## src/rtl/uart_frame_tx.sv

```systemverilog
// uart_frame_tx: serializes one multi-byte sample word as back-to-back 8N1 characters on one line.
// Build option: define UART_FRAME_CHECKSUM_EN to append an XOR-of-payload checksum character.
module uart_frame_tx #(
  parameter int         CLK_FREQ    = 25000000,
  parameter int         BAUD        = 9600,
  parameter int         NUM_BYTES   = 2,
  parameter int         HEADER_EN   = 1,
  parameter logic [7:0] HEADER_BYTE = 8'hAA,
  parameter int         STOP_BITS   = 1
) (
  input  logic                   clk,
  input  logic                   rst_n,
  input  logic                   frame_valid,
  input  logic [NUM_BYTES*8-1:0] frame_data,
  output logic                   frame_ready,
  output logic                   uart_tx,
  output logic                   busy,
  output logic                   frame_done
);
  localparam int DIV = CLK_FREQ / BAUD;
  localparam int BW  = (DIV > 1) ? $clog2(DIV) : 1;
  localparam int DW  = NUM_BYTES * 8;
  localparam int IW  = $clog2(NUM_BYTES + 2);
`ifdef UART_FRAME_CHECKSUM_EN
  localparam int CSUM_EN = 1;
`else
  localparam int CSUM_EN = 0;
`endif
  localparam int NCHAR = NUM_BYTES + HEADER_EN + CSUM_EN;

  localparam logic [IW-1:0] LAST_IDX  = IW'(NCHAR - 1);
  localparam logic [BW-1:0] BAUD_LAST = BW'(DIV - 1);
  localparam logic [BW-1:0] BAUD_PRE  = BW'(DIV - 2);
  localparam logic [2:0]    LAST_STOP = 3'(STOP_BITS - 1);

  localparam logic [1:0] S_IDLE  = 2'd0;
  localparam logic [1:0] S_START = 2'd1;
  localparam logic [1:0] S_DATA  = 2'd2;
  localparam logic [1:0] S_STOP  = 2'd3;

  logic [1:0]    state_q, state_d;
  logic [BW-1:0] baud_q, baud_d;
  logic [2:0]    bit_cnt_q, bit_cnt_d;
  logic [IW-1:0] byte_idx_q, byte_idx_d;
  logic [7:0]    shift_q, shift_d;
  logic [DW-1:0] buf_q, buf_d;
  logic          tx_q, tx_d;
  logic          ready_q, ready_d;
  logic          done_q, done_d;
  logic          baud_end;
  logic [7:0]    char_next;

`ifdef UART_FRAME_CHECKSUM_EN
  logic [7:0] csum_q, csum_d;
  logic [7:0] frame_xor;

  always_comb begin
    frame_xor = 8'h00;
    for (int i = 0; i < NUM_BYTES; i++) begin
      frame_xor = frame_xor ^ frame_data[i*8 +: 8];
    end
  end

  // The checksum occupies the final slot, after the payload buffer has drained.
  assign char_next = (byte_idx_q + IW'(1) == LAST_IDX) ? csum_q : buf_q[DW-1 -: 8];
`else
  assign char_next = buf_q[DW-1 -: 8];
`endif

  assign baud_end = (baud_q == BAUD_LAST);

  always_comb begin
    state_d    = state_q;
    baud_d     = baud_q;
    bit_cnt_d  = bit_cnt_q;
    byte_idx_d = byte_idx_q;
    shift_d    = shift_q;
    buf_d      = buf_q;
`ifdef UART_FRAME_CHECKSUM_EN
    csum_d     = csum_q;
`endif
    case (state_q)
      S_IDLE: begin
        baud_d     = '0;
        bit_cnt_d  = '0;
        byte_idx_d = '0;
        if (frame_valid && ready_q) begin
          state_d = S_START;
          if (HEADER_EN != 0) begin
            shift_d = HEADER_BYTE;
            buf_d   = frame_data;
          end else begin
            shift_d = frame_data[DW-1 -: 8];
            buf_d   = frame_data << 8;
          end
`ifdef UART_FRAME_CHECKSUM_EN
          csum_d = frame_xor;
`endif
        end
      end
      S_START: begin
        if (baud_end) begin
          baud_d    = '0;
          bit_cnt_d = '0;
          state_d   = S_DATA;
        end else begin
          baud_d = baud_q + BW'(1);
        end
      end
      S_DATA: begin
        if (baud_end) begin
          baud_d = '0;
          if (bit_cnt_q == 3'd7) begin
            bit_cnt_d = '0;
            state_d   = S_STOP;
          end else begin
            bit_cnt_d = bit_cnt_q + 3'd1;
          end
        end else begin
          baud_d = baud_q + BW'(1);
        end
      end
      S_STOP: begin
        if (baud_end) begin
          baud_d = '0;
          if (bit_cnt_q != LAST_STOP) begin
            bit_cnt_d = bit_cnt_q + 3'd1;
          end else if (byte_idx_q != LAST_IDX) begin
            bit_cnt_d  = '0;
            byte_idx_d = byte_idx_q + IW'(1);
            shift_d    = char_next;
            buf_d      = buf_q << 8;
            state_d    = S_START;
          end else begin
            bit_cnt_d = '0;
            state_d   = S_IDLE;
          end
        end else begin
          baud_d = baud_q + BW'(1);
        end
      end
      default: state_d = S_IDLE;
    endcase
  end

  // The line is registered from the current state, so it trails the FSM by one cycle.
  always_comb begin
    tx_d = 1'b1;
    case (state_q)
      S_START: tx_d = 1'b0;
      S_DATA:  tx_d = shift_q[bit_cnt_q];
      default: tx_d = 1'b1;
    endcase
  end

  assign ready_d = (state_d == S_IDLE);
  assign done_d  = (state_q == S_STOP) && (bit_cnt_q == LAST_STOP) &&
                   (byte_idx_q == LAST_IDX) && (baud_q == BAUD_PRE);

  always_ff @(posedge clk or negedge rst_n) begin
    if (!rst_n) begin
      state_q    <= S_IDLE;
      baud_q     <= '0;
      bit_cnt_q  <= '0;
      byte_idx_q <= '0;
      shift_q    <= '0;
      buf_q      <= '0;
      tx_q       <= 1'b1;
      ready_q    <= 1'b1;
      done_q     <= 1'b0;
`ifdef UART_FRAME_CHECKSUM_EN
      csum_q     <= '0;
`endif
    end else begin
      state_q    <= state_d;
      baud_q     <= baud_d;
      bit_cnt_q  <= bit_cnt_d;
      byte_idx_q <= byte_idx_d;
      shift_q    <= shift_d;
      buf_q      <= buf_d;
      tx_q       <= tx_d;
      ready_q    <= ready_d;
      done_q     <= done_d;
`ifdef UART_FRAME_CHECKSUM_EN
      csum_q     <= csum_d;
`endif
    end
  end

  assign frame_ready = ready_q;
  assign uart_tx     = tx_q;
  assign busy        = (state_q != S_IDLE);
  assign frame_done  = done_q;

endmodule

```

## config.mk

```make
export PLATFORM = sky130hd
export DESIGN_NAME = uart_frame_tx
export DESIGN_NICKNAME = d
export VERILOG_FILES = /design/src/rtl/uart_frame_tx.sv
export SDC_FILE = /design/constraint.sdc
export NUM_CORES = 1
export LEC_CHECK = 0
export CAP_MARGIN = 15
export CORE_UTILIZATION = 35
export DETAILED_ROUTE_END_ITERATION = 8
export PLACE_DENSITY = 0.63
export REMOVE_ABC_BUFFERS = 1
export SYNTH_ARGS = -nofsm -noshare
export SYNTH_HDL_FRONTEND = slang
export SYNTH_SLANG_ARGS = --single-unit
```

## constraint.sdc

```tcl
create_clock -name clk -period 4.88 [get_ports clk]
set_clock_uncertainty 0.1 [all_clocks]
set_input_delay 0.976 -clock clk [delete_from_list [all_inputs] [get_ports clk]]
set_output_delay 0.976 -clock clk [all_outputs]
set_load 0.03 [all_outputs]
```

* Word level (Yosys, flattened, before mapping)
Cells that the tools add are included.
** Word-level totals
- Register bits after elaboration :: 46
- Input port bits :: 19
- Output and inout bits :: 4
- Word-level logic and storage cells :: 74
** Cells by class
- $add $sub $neg :: 3
- $lt $le $gt $ge :: 1
- Equality and inequality tests :: 14
- Mux-type cells :: 33
- Reductions and logical operators :: 14
** Operators with widths (count)
- $mux W16 :: 4
- $mux W8 :: 4
- $pmux W16 S2 :: 1
- $eq A12 B12 Y1 const B :: 2
- $pmux W12 S2 :: 1
- $mux W2 :: 9
- $pmux W8 S2 :: 1
- $mux W3 :: 5
- $ne A2 B2 Y1 const B :: 7
- $add A12 B1 Y12 const B :: 1
- $mux W12 :: 1
- $pmux W3 S4 :: 1
- $pmux W2 S4 :: 1
- $eq A2 B2 Y1 const B :: 3
- $reduce_and A5 Y1 :: 1
- $logic_and A1 B1 Y1 :: 4
- $logic_not A2 Y1 :: 2
- $lt A3 B4 Y1 const B :: 1
- $pmux W2 S2 :: 1
- $reduce_and A4 Y1 :: 1
- $reduce_bool A2 Y1 :: 2
- $add A3 B1 Y3 const B :: 1
- $bmux W1 S3 :: 1
- $eq A3 B3 Y1 const B :: 1
- other kinds (8) :: 9

* Depth between registers and ports, before layout
- Word-level depth :: 6
- Depth in mapped cells :: 7
- Mapped depth without buffers :: 6

* Least setup slack after synthesis
No wires, ideal clock.
- Path kind :: register -> output
- Start point :: register state_q[1]
- End point :: output busy
- Arrival :: 835 ps
- Data required time :: 3804 ps
- Path slack :: 2969 ps
- Stages on the path, launching flop included :: 4
- Path buffers :: 1
- Path through :: dfrtp_1 -> buf_2 -> nor2_1 -> inv_1
** On the way
- Cells in the longest elaborated chain, start to end :: 1
** Ends and longest elaborated chain
- start, declared :: RTL line 41 : logic [1:0] state_q, state_d;
- start signal, assigned :: RTL line 175 : state_q <= state_d;
- $reduce_bool A2 Y1 :: RTL line 192 : assign busy = (state_q != S_IDLE);
- end, declared :: RTL line 17 : output logic busy,
No other way between the ends.

* Worst setup path in the final report
Ends and elaborated chain as after synthesis.

==> results.toml <==
[logic_synthesis]
ys_warn_count = 0
ys_types = 37
synthTopCellsByCount = "dfrtp_1 (44), nor2_1 (28), nand3_1 (27)"
synthFlopType = "dfrtp_1"
synth_top_area_share_pct = 47.6
syn-instance-count = 230
ys_ff_latch = 46
syn_area_um2 = 2310
synth-edff-count = 0
ys_seq_area_share_pct = 49.9
post-synth-top-count-cell = "dfrtp_1"
ys_async_sr_fraction_pct = 100
avgSynthCellArea_um2 = 10.1
synth_area_leaders = "dfrtp_1 (48%), nand3_1 (5.8%), mux2i_1 (4.8%)"
synth.largest_area_cell = "dfrtp_1"

[cts]
cts_tree = "built"
clockBufferDepth = 2
clock_latency_ns = 0.30
post_cts_buffers = 0
path_clk_slew_ns = 0.09
post_cts_resized = 0
clock-sinks = 46
clock_tree.root_cell = "clkbuf_8"
h-tree-depth = 2
numCtsBuffers = 5
ctsHoldBuffers = 0

[worst_setup_path]
worstReg2RegEnd = "buf_q[13]"
critPathMaxFanout = 10
crit_path_start = "state_q[1]"
setup.worst_path.end_class = "output pin"
worstSetupStartpointType = "register"
critPathArrivalTime_ns = 1.83
path_class = "reg -> out"
cp.required_ns = 3.80
ff2ff_path_depth = 6
r2r_start = "bit_cnt_q[0]"
rrSetupSlack_ns = 2.72

[global_routing]
antenna_found_initial = 0
grt_pass1_vias = 1577
overflow = 0
grt_usage_pct = 13.2
grt_pass1_wl_um = 7360
grt_start_max_net_pins = 47

[pwr]
finalPower_uw = 915
p_leak_uw = 0.00121
peakVddDrop_v = 0.000189
power_density_nw_per_um2 = 346

[sta]
rsz0062_at_grt = "false"
hold_violations = 0
worst_slack_ns = 1.97
tns_ns = 0
relSlewSlack_pct = 32.1
finalCriticalPeriod_ns = 2.91
worstMarginPinSlew_ns = 1.02
drv_slew = 0
post-route-period-util_pct = 59.6
finalSetupViolations = 0
max_freq_ghz = 0.344

[floorplanning]
core_um2 = 6350
die_area_um2 = 6940
fp-row-count = 29
die_y_um = 83.3
die_w_um = 83.3
start_util_pct = 36.4
io_pins = 23

[status]
status = "finished clean"

[placed_design]
io_buffers = 22
gp_congestion = 0.737
dp_hpwl_um = 2770
dp_slack_ns = 2.07
place_area_um2 = 2550

[cells_and_area]
final_nets = 271
area_delta_synth_final_pct = 14.3
num_antenna_cells = 0
regArea_um2 = 1150
fillers = 627
final_layout_size_suffix_gt1_share_pct = 10.9
design_area_um2 = 2640
multi_input_area_um2 = 1040

[worst_hold_path]
holdCritPathClass = "reg -> reg"
hold_end = "buf_q[6]"
hold_path_depth = 2
hold_start = "buf_q[6]"

[route]
ant_nets = 0
drt_iter0_drc = 94
viasPerCell = 4.95
drtPass1Iterations = 4
wl_um = 4110
wl_per_cell_um = 12.7
num_vias = 1603
drc = 0

[flow_run]
cap_violations = 0
==> how the worst max path moves through the flow <==
stage / endpoint / slack (ns) / cells after the start
floorplan: buf_q[10] / 2.88 / 3
global placement: buf_q[9] / 2.11 / 4
detailed placement: buf_q[11] / 2.07 / 4
CTS: busy / 1.96 / 3
global route: busy / 1.87 / 3
finish: busy / 1.97 / 3
==> state kept, by name, indices dropped and copies added, names as in the netlist <==
register	cells
shift_q	8
state_q	2
byte_idx_q	2
buf_q	16
bit_cnt_q	3
frame_done	1
uart_tx	1
frame_ready	1
baud_q	12
==> metal layers <==
layer  share of wire, %  global-route usage (%)  up-vias
li1                   -                       -      819
met1                 49                    17.3      747
met2                 47                    21.4       29
met3                3.1                    2.98        8
met4                1.4                    4.70        0
met5                  0                       0        -
==> layout make-up <==
| type | instances | area share, % |
|---|---|---|
| inverters | 13 | 1.85 |
| multi-input cells | 158 | 39.2 |
| well taps | 77 | 3.65 |
| clock buffers | 5 | 2.60 |
| flip-flops and latches | 46 | 43.7 |
| clock inverters | 3 | 0.900 |
| repair buffers | 22 | 8.14 |
==> metrics by stage <==
stage	utilization (%)	instances	hold slack, ns
floorplan	-	217	0.361
global placement	40.2	316	0.375
detailed placement	40.2	316	0.384
CTS	41.6	324	0.401
global route	41.6	324	0.437
finish	41.6	324	0.402
==> cell usage in the layout (no fill, tap or decap), drive strengths merged, types with 5 or more instances in the layout <==
cell           synthesis  routed
ha                     6       6
mux2i                 11      11
nand2                 25      25
dfrtp                 44      44
a21oi                  5       5
nand4                  7       7
xnor2                  9       9
nand3                 27      27
nor2                  28      28
clkdlybuf4s50          0      21
o21ai                 14      14
clkbuf                 3       5
inv                   13      14
==> cell families (layout without fill, tap and decap cells) <==
kind of cell	Yosys count	in the layout	synth area share, %
buffers and inverters	26	43	5.30
DFF	46	46	49.9
adders and majority gates	6	6	3.25
xor gates and xnor gates	10	10	3.79
muxes	15	15	7.68
and+or+nand+nor	105	105	23.6
AOI/OAI and AO/OA	22	22	6.49
==> power by group <==
group          total [uW]  internal, uW  switching [uW]
sequential            488           444            44.7
clock                 238           102             136
combinational         188          86.6             101
total                 915           633             282
==> worst max-delay path, cell delays in order, from the launching register on <==
cell	delay, ns
dfrtp_1	0.54
nor2_1	0.13
inv_1	0.17
clkdlybuf4s50_1	0.70
Note: power is estimated with default switching activity, not from simulation.
